===== src/rtl/rename_n.sv =====
// N-wide register-rename stage: owns the RAT, allocates ROB tags, resolves
// same-group dependencies and commit bypass, and registers a compacted output group.

// Producer lookup for one source operand of one output slot.
module rename_n_lookup #(
    parameter int WIDTH        = 2,
    parameter int AW           = 5,
    parameter int TAG_WIDTH    = 6,
    parameter int COMMIT_PORTS = 2,
    parameter int SLOT         = 0
) (
    input  logic [AW-1:0]                           i_rs,
    input  logic [WIDTH-1:0][AW-1:0]                i_rd,
    input  logic [WIDTH-1:0]                        i_has_rd,
    input  logic [WIDTH-1:0][TAG_WIDTH-1:0]         i_dest_tag,
    input  logic [TAG_WIDTH-1:0]                    i_rat_tag,
    input  logic                                    i_rat_busy,
    input  logic [COMMIT_PORTS-1:0]                 i_commit_valid,
    input  logic [COMMIT_PORTS-1:0][TAG_WIDTH-1:0]  i_commit_tag,
    output logic [TAG_WIDTH-1:0]                    o_tag,
    output logic                                    o_busy
);
    logic                 w_fwd;
    logic [TAG_WIDTH-1:0] w_fwd_tag;
    logic                 w_commit_hit;

    always_comb begin
        w_fwd        = 1'b0;
        w_fwd_tag    = '0;
        w_commit_hit = 1'b0;
        // Older slots are always granted when this slot is; the youngest match wins.
        for (int j = 0; j < WIDTH; j++) begin
            if (j < SLOT && i_has_rd[j] && i_rd[j] == i_rs && i_rd[j] != '0) begin
                w_fwd     = 1'b1;
                w_fwd_tag = i_dest_tag[j];
            end
        end
        for (int p = 0; p < COMMIT_PORTS; p++) begin
            if (i_commit_valid[p] && i_commit_tag[p] == i_rat_tag)
                w_commit_hit = 1'b1;
        end
    end

    always_comb begin
        o_tag  = i_rat_tag;
        o_busy = i_rat_busy;
        if (i_rs == '0) begin
            o_tag  = '0;
            o_busy = 1'b0;
        end else if (w_fwd) begin
            o_tag  = w_fwd_tag;
            o_busy = 1'b1;
        end else if (i_rat_busy && w_commit_hit) begin
            o_busy = 1'b0;
        end
    end
endmodule

module rename_n #(
    parameter int WIDTH        = 2,
    parameter int ARCH_REGS    = 32,
    parameter int TAG_WIDTH    = 6,
    parameter int COMMIT_PORTS = 2,
    parameter int PAYLOAD_W    = 64,
    localparam int AW          = $clog2(ARCH_REGS),
    localparam int CW          = $clog2(WIDTH + 1)
) (
    input  logic                                    clk,
    input  logic                                    rst,
    input  logic                                    flush,
    input  logic [WIDTH-1:0]                        in_valid,
    output logic                                    in_ready,
    input  logic [WIDTH-1:0][AW-1:0]                in_rs1,
    input  logic [WIDTH-1:0][AW-1:0]                in_rs2,
    input  logic [WIDTH-1:0][AW-1:0]                in_rd,
    input  logic [WIDTH-1:0]                        in_has_rd,
    input  logic [WIDTH-1:0][PAYLOAD_W-1:0]         in_payload,
    output logic [CW-1:0]                           rob_alloc_req,
    input  logic [CW-1:0]                           rob_alloc_gnt,
    input  logic [WIDTH-1:0][TAG_WIDTH-1:0]         rob_tags,
    input  logic [COMMIT_PORTS-1:0]                 commit_valid,
    input  logic [COMMIT_PORTS-1:0][AW-1:0]         commit_rd,
    input  logic [COMMIT_PORTS-1:0][TAG_WIDTH-1:0]  commit_tag,
    output logic [WIDTH-1:0]                        out_valid,
    input  logic                                    out_ready,
    output logic [WIDTH-1:0][TAG_WIDTH-1:0]         out_rs1_tag,
    output logic [WIDTH-1:0][TAG_WIDTH-1:0]         out_rs2_tag,
    output logic [WIDTH-1:0]                        out_rs1_busy,
    output logic [WIDTH-1:0]                        out_rs2_busy,
    output logic [WIDTH-1:0][TAG_WIDTH-1:0]         out_dest_tag,
    output logic [WIDTH-1:0][PAYLOAD_W-1:0]         out_payload
);
    logic [TAG_WIDTH-1:0] r_rat_tag [ARCH_REGS];
    logic [ARCH_REGS-1:0] r_rat_busy;
    logic [TAG_WIDTH-1:0] w_tag_nxt [ARCH_REGS];
    logic [ARCH_REGS-1:0] w_busy_nxt;
    logic [CW-1:0]        r_done_cnt;

    logic [WIDTH-1:0]                r_out_valid;
    logic [WIDTH-1:0][TAG_WIDTH-1:0] r_out_rs1_tag, r_out_rs2_tag, r_out_dest_tag;
    logic [WIDTH-1:0]                r_out_rs1_busy, r_out_rs2_busy;
    logic [WIDTH-1:0][PAYLOAD_W-1:0] r_out_payload;

    logic [CW-1:0] w_valid_cnt, w_remaining, w_g;
    logic          w_accept, w_go;

    logic [WIDTH-1:0]                w_slot_vld, w_s_has_rd;
    logic [WIDTH-1:0][AW-1:0]        w_s_rs1, w_s_rs2, w_s_rd;
    logic [WIDTH-1:0][PAYLOAD_W-1:0] w_s_payload;
    logic [WIDTH-1:0][TAG_WIDTH-1:0] w_rat_tag1, w_rat_tag2, w_rs1_tag, w_rs2_tag;
    logic [WIDTH-1:0]                w_rat_busy1, w_rat_busy2, w_rs1_busy, w_rs2_busy;

    always_comb begin
        w_valid_cnt = '0;
        for (int i = 0; i < WIDTH; i++)
            w_valid_cnt = w_valid_cnt + CW'(in_valid[i]);
    end

    assign w_remaining   = w_valid_cnt - r_done_cnt;
    assign w_accept      = !(|r_out_valid) || out_ready;
    assign w_go          = w_accept && !flush;
    assign rob_alloc_req = w_go ? w_remaining : '0;
    assign w_g           = w_go ? rob_alloc_gnt : '0;
    assign in_ready      = !flush && (w_remaining == '0 || (w_accept && w_g == w_remaining));

    // Compact the held group: decode lane done_cnt+k feeds output slot k.
    always_comb begin
        for (int k = 0; k < WIDTH; k++) begin
            w_slot_vld[k]  = (k < int'(w_g));
            w_s_rs1[k]     = '0;
            w_s_rs2[k]     = '0;
            w_s_rd[k]      = '0;
            w_s_has_rd[k]  = 1'b0;
            w_s_payload[k] = '0;
            for (int l = 0; l < WIDTH; l++) begin
                if (l == int'(r_done_cnt) + k) begin
                    w_s_rs1[k]     = in_rs1[l];
                    w_s_rs2[k]     = in_rs2[l];
                    w_s_rd[k]      = in_rd[l];
                    w_s_has_rd[k]  = in_has_rd[l];
                    w_s_payload[k] = in_payload[l];
                end
            end
        end
    end

    for (genvar k = 0; k < WIDTH; k++) begin : g_slot
        assign w_rat_tag1[k]  = r_rat_tag[w_s_rs1[k]];
        assign w_rat_busy1[k] = r_rat_busy[w_s_rs1[k]];
        assign w_rat_tag2[k]  = r_rat_tag[w_s_rs2[k]];
        assign w_rat_busy2[k] = r_rat_busy[w_s_rs2[k]];

        rename_n_lookup #(
            .WIDTH(WIDTH), .AW(AW), .TAG_WIDTH(TAG_WIDTH),
            .COMMIT_PORTS(COMMIT_PORTS), .SLOT(k)
        ) u_rs1 (
            .i_rs(w_s_rs1[k]), .i_rd(w_s_rd), .i_has_rd(w_s_has_rd),
            .i_dest_tag(rob_tags), .i_rat_tag(w_rat_tag1[k]),
            .i_rat_busy(w_rat_busy1[k]), .i_commit_valid(commit_valid),
            .i_commit_tag(commit_tag), .o_tag(w_rs1_tag[k]), .o_busy(w_rs1_busy[k])
        );

        rename_n_lookup #(
            .WIDTH(WIDTH), .AW(AW), .TAG_WIDTH(TAG_WIDTH),
            .COMMIT_PORTS(COMMIT_PORTS), .SLOT(k)
        ) u_rs2 (
            .i_rs(w_s_rs2[k]), .i_rd(w_s_rd), .i_has_rd(w_s_has_rd),
            .i_dest_tag(rob_tags), .i_rat_tag(w_rat_tag2[k]),
            .i_rat_busy(w_rat_busy2[k]), .i_commit_valid(commit_valid),
            .i_commit_tag(commit_tag), .o_tag(w_rs2_tag[k]), .o_busy(w_rs2_busy[k])
        );
    end

    // Commit clears first so a same-cycle rename of that register overrides it.
    always_comb begin
        w_busy_nxt = r_rat_busy;
        w_tag_nxt  = r_rat_tag;
        if (flush) begin
            w_busy_nxt = '0;
        end else begin
            for (int p = 0; p < COMMIT_PORTS; p++) begin
                if (commit_valid[p] && r_rat_busy[commit_rd[p]] &&
                    r_rat_tag[commit_rd[p]] == commit_tag[p])
                    w_busy_nxt[commit_rd[p]] = 1'b0;
            end
            for (int k = 0; k < WIDTH; k++) begin
                if (w_slot_vld[k] && w_s_has_rd[k] && w_s_rd[k] != '0) begin
                    w_tag_nxt[w_s_rd[k]]  = rob_tags[k];
                    w_busy_nxt[w_s_rd[k]] = 1'b1;
                end
            end
        end
    end

    always_ff @(posedge clk or negedge rst) begin
        if (!rst) begin
            r_rat_busy <= '0;
            for (int r = 0; r < ARCH_REGS; r++)
                r_rat_tag[r] <= '0;
        end else begin
            r_rat_busy <= w_busy_nxt;
            r_rat_tag  <= w_tag_nxt;
        end
    end

    always_ff @(posedge clk or negedge rst) begin
        if (!rst)
            r_done_cnt <= '0;
        else if (flush || in_ready)
            r_done_cnt <= '0;
        else if (w_accept)
            r_done_cnt <= r_done_cnt + w_g;
    end

    always_ff @(posedge clk or negedge rst) begin
        if (!rst) begin
            r_out_valid    <= '0;
            r_out_rs1_tag  <= '0;
            r_out_rs2_tag  <= '0;
            r_out_rs1_busy <= '0;
            r_out_rs2_busy <= '0;
            r_out_dest_tag <= '0;
            r_out_payload  <= '0;
        end else if (flush) begin
            r_out_valid <= '0;
        end else if (w_accept) begin
            r_out_valid <= w_slot_vld;
            for (int k = 0; k < WIDTH; k++) begin
                r_out_rs1_tag[k]  <= w_slot_vld[k] ? w_rs1_tag[k]   : '0;
                r_out_rs2_tag[k]  <= w_slot_vld[k] ? w_rs2_tag[k]   : '0;
                r_out_rs1_busy[k] <= w_slot_vld[k] && w_rs1_busy[k];
                r_out_rs2_busy[k] <= w_slot_vld[k] && w_rs2_busy[k];
                r_out_dest_tag[k] <= w_slot_vld[k] ? rob_tags[k]    : '0;
                r_out_payload[k]  <= w_slot_vld[k] ? w_s_payload[k] : '0;
            end
        end
    end

    assign out_valid    = r_out_valid;
    assign out_rs1_tag  = r_out_rs1_tag;
    assign out_rs2_tag  = r_out_rs2_tag;
    assign out_rs1_busy = r_out_rs1_busy;
    assign out_rs2_busy = r_out_rs2_busy;
    assign out_dest_tag = r_out_dest_tag;
    assign out_payload  = r_out_payload;
endmodule


===== config.mk =====
export PLATFORM = sky130hd
export DESIGN_NAME = rename_n
export DESIGN_NICKNAME = d
export VERILOG_FILES = /design/src/rtl/rename_n.sv
export SDC_FILE = /design/constraint.sdc
export NUM_CORES = 2
export LEC_CHECK = 0
export ABC_AREA = 1
export BUFFER_PORTS_ARGS = -buffer_cell sky130_fd_sc_hd__buf_2
export CAP_MARGIN = 0
export CORE_MARGIN = 1.5
export CORE_UTILIZATION = 30
export CTS_BUF_LIST = sky130_fd_sc_hd__clkbuf_4 sky130_fd_sc_hd__clkbuf_8
export DETAILED_ROUTE_END_ITERATION = 10
export GPL_TIMING_DRIVEN = 0
export PLACE_DENSITY_LB_ADDON = 0.1
export SYNTH_ARGS = -nofsm -noshare
export SYNTH_HDL_FRONTEND = slang
export SYNTH_SLANG_ARGS = --single-unit
export TNS_END_PERCENT = 5

===== constraint.sdc =====
create_clock -name clk -period 2.8 [get_ports clk]
set_input_delay 0.42 -clock clk [delete_from_list [all_inputs] [get_ports clk]]
set_output_delay 0.42 -clock clk [all_outputs]
set_load 0.01 [all_outputs]

==> impl_metrics.yaml <==
outcome:
  outcome: "finished, violations left"
  violations: "hold timing, capacitance limit, slew limit, setup timing"
global_route:
  grt_overflow_total: 0
  grt_max_degree: 96
  grt_pass1_wl_mm: 410
  grt_pass1_vias: 44700
  antenna_found_initial: 28
  track_usage_pct: 54.1
detailed_routing:
  ant_nets: 0
  drtPass1Iterations: 8
  drt_iter0_drc: 7689
  wl_per_cell_um: 41.5
  drc: 0
  viasPerCell: 6.54
  num_vias: 50100
  routed_wl_mm: 318
worst_setup_path:
  critical_path_class: "register to register"
  required_ns: 3.52
  startpoint: "r_done_cnt[1]"
  cp-start-kind: "register"
  r2r_setup_slack_ns: -0.34
  cp_data_arrival_time_ns: 3.86
  crit_path_max_fanout: 10
  critPathCaptureType: "register"
  timing.rr.end: "out_rs1_busy[0]"
  crit_end: "out_rs1_busy[0]"
  timing.rr.start: "r_done_cnt[1]"
  rr_worst_depth: 21
cts:
  cts-root-buf: "clkbuf_8"
  numCtsBuffers: 77
  insertion_delay_ns: 0.83
  clockBufferDepth: 3
  cts.sinks: 396
  htree_levels: 3
  cts_tree: "yes"
  clk_pin_slew_worst_paths_ns: 0.06
timing:
  setup_ws_ns: -0.341
  relSlewSlack_pct: -12.7
  grt_setup_unrepaired: "yes"
  fmax_mhz: 318
  max_slew.worst_pin.slew_ns: 1.69
  hold_slack_ns: -0.0000165
  period_share_pct: 112
  slew_viol_final: 11
  setup_viol: 180
  finalClockSkew_ns: 0.111
  hold_violations: 1
  period_needed_ns: 3.14
placement:
  dp_slack_ns: -2.21
  port_buffers: 373
  dp_hpwl_mm: 250
  routabilityCongestion: 1.13
  placed_area_sq_um: 37500
pwr:
  p_leak_nw: 20.4
  powerDensity_nw_per_um2: 716
  ir_drop_uv: 543
  design_power_total_mw: 33.4
logic_synthesis:
  synth_edf_count: 0
  syn-num-nets: 5498
  synth_flop_cell: "dfrtp_1"
  yosys.cell_count.top_type: "nand2_1"
  postSynthAreaPerCell_sq_um: 6.34
  netlist_area_sq_um: 33500
  synth_top_area_share_pct: 29.6
  yosys.area.top_type: "dfrtp_1"
  seq_area_frac_synth_pct: 29.6
  synth_fa_ha_area_share_pct: 0.112
  synth_top_family_by_area: "simple AND/OR/NAND/NOR gates"
  synth_commonest_cells: "nand2_1 (1455), nand3_1 (762), o21ai_0 (465)"
  ys_seq_elements: 396
  muxShareOfSynthArea_pct: 0
  synth-simple-area-share_pct: 32.0
  synthArstFlopShare_pct: 100
  synth-xor-area-share_pct: 0.235
  synth_compound_area_share_pct: 27.8
  synth.area.top_cells: "dfrtp_1 (30%), nand2_1 (16%), nand3_1 (11%), o21ai_0 (6.9%), o211ai_1 (5.5%)"
  netlist_instances: 5291
  synthDistinctLibCells: 44
  yosysWarnings: 0
cells_and_area:
  drive_gt1_share_pct: 27.1
  seqCellArea_sq_um: 10100
  fill_cells: 11900
  syn_to_final_growth_pct: 39.2
  stdcell_area_sq_um: 46700
  utilization_pct: 42.1
  layout.nets: 6296
  multiInputGateArea_sq_um: 22500
floorplan:
  die_y_um: 337
  core_area_sq_um: 111000
  dieWidth_um: 337
  die-area_sq_um: 114000
  rows: 122
  start_util_pct: 30.3
  io_pins: 377
min_path:
  whs_path_depth: 3
  hp-class: "input port to register"
run:
  cap_violations: 1
[power by group]
group	switching, mW	internal [mW]	total, mW
registers	3.08	6.82	9.90
logic	11.4	5.11	16.5
clock network	3.14	3.87	7.01
total	17.6	15.8	33.4
[cell families after synthesis]
logic type	Yosys count
XOR/XNOR	9
buffers and inverters	847
flip-flops	396
AND/OR/NAND/NOR	2551
AO/OA/AOI/OAI	1485
adder cells (fa/ha/maj)	3
[routing by layer]
metal / share of wire [%] / global-route usage [%]
met5: 0.084 / 1.45
met4: 10 / 44.9
met3: 15 / 24.8
met2: 39 / 73.6
met1: 36 / 64.1
[flip-flops by register name, summed over array words and instances, names as in the netlist]
name / count
out_rs2_tag: 12
out_dest_tag: 12
out_rs2_busy: 2
r_rat_busy: 32
out_rs1_busy: 2
out_payload: 128
r_rat_tag: 192
out_valid: 2
out_rs1_tag: 12
r_done_cnt: 2
[how the worst min path moves through the flow]
stage / start / to
6_report: in_payload[61] / out_payload[61]
2_1_floorplan: rst / out_dest_tag[0]
5_1_grt: in_payload[61] / out_payload[61]
3_3_place_gp: out_rs1_tag[6] / out_rs1_tag[6]
3_5_place_dp: rst / r_rat_tag[187]
4_1_cts: in_payload[0] / out_payload[0]
[what timing repair did]
item / 4_1_cts / 5_1_grt
hold buffers: 117 / 0
pin swaps: 76 / 65
hold endpoints to repair: 168 / 0
cloned: 5 / 2
resized for setup: 723 / 641
setup buffers: 111 / 108
setup endpoints to repair: 379 / 317
[cells in the final DEF (no fill, tap or decap), types with 54 or more instances in the layout]
master / synthesis / routed
a21oi_1: 259 / 246
a22o_1: 87 / 87
a22oi_1: 98 / 96
a32o_1: 65 / 65
buf_2: 170 / 443
buf_4: 11 / 217
buf_6: 4 / 72
clkbuf_1: 242 / 140
clkbuf_8: 0 / 106
dfrtp_1: 396 / 290
dfrtp_2: 0 / 91
dlygate4sd3_1: 0 / 117
inv_1: 342 / 256
inv_2: 42 / 62
nand2_1: 1455 / 1357
nand2_2: 5 / 69
nand3_1: 762 / 660
nand3_2: 0 / 54
nor2_1: 264 / 196
nor2_4: 6 / 66
o211ai_1: 244 / 244
o21ai_0: 465 / 402
o21ai_1: 71 / 113
o22ai_1: 151 / 143
[per-stage QoR]
stage	hold WS [ns]	setup TNS, ns	instances
after floorplan	0.124	0	5291
after CTS	0.000346	-14.88	7534
after global placement	0.460	-3531.10	7152
after detailed placement	0.380	-513.52	7163
final	-0.0000165	-18.26	7659
after global routing	0.0219	-28.25	7640
[critical path: stages, from the launching register on]
cell and delay, ns:
dfrtp_2 0.44, inv_4 0.09, nand2_8 0.21, buf_16 0.18, buf_12 0.13, buf_4 0.16, o22ai_4 0.08, buf_12 0.14
buf_4 0.16, nor2_4 0.19, buf_8 0.20, nand3_1 0.09, nand2_1 0.11, nor2_2 0.06, nand2_4 0.13, nand2_2 0.10
nand2_1 0.07, nand2_1 0.06, nor3_2 0.16, nand2_1 0.11, nand3_4 0.10, nand2_1 0.06
[layout make-up]
class | count | share of cell area [%]
well taps | 1488 | 3.99
clock buffers | 123 | 3.26
flip-flops and latches | 396 | 21.6
clock inverters | 17 | 0.539
inverters | 393 | 3.69
multi-input cells | 4048 | 48.2
diodes | 21 | 0.113
repair buffers | 727 | 11.7
plain buffers | 446 | 6.96
(Power assumes the default switching activity.)
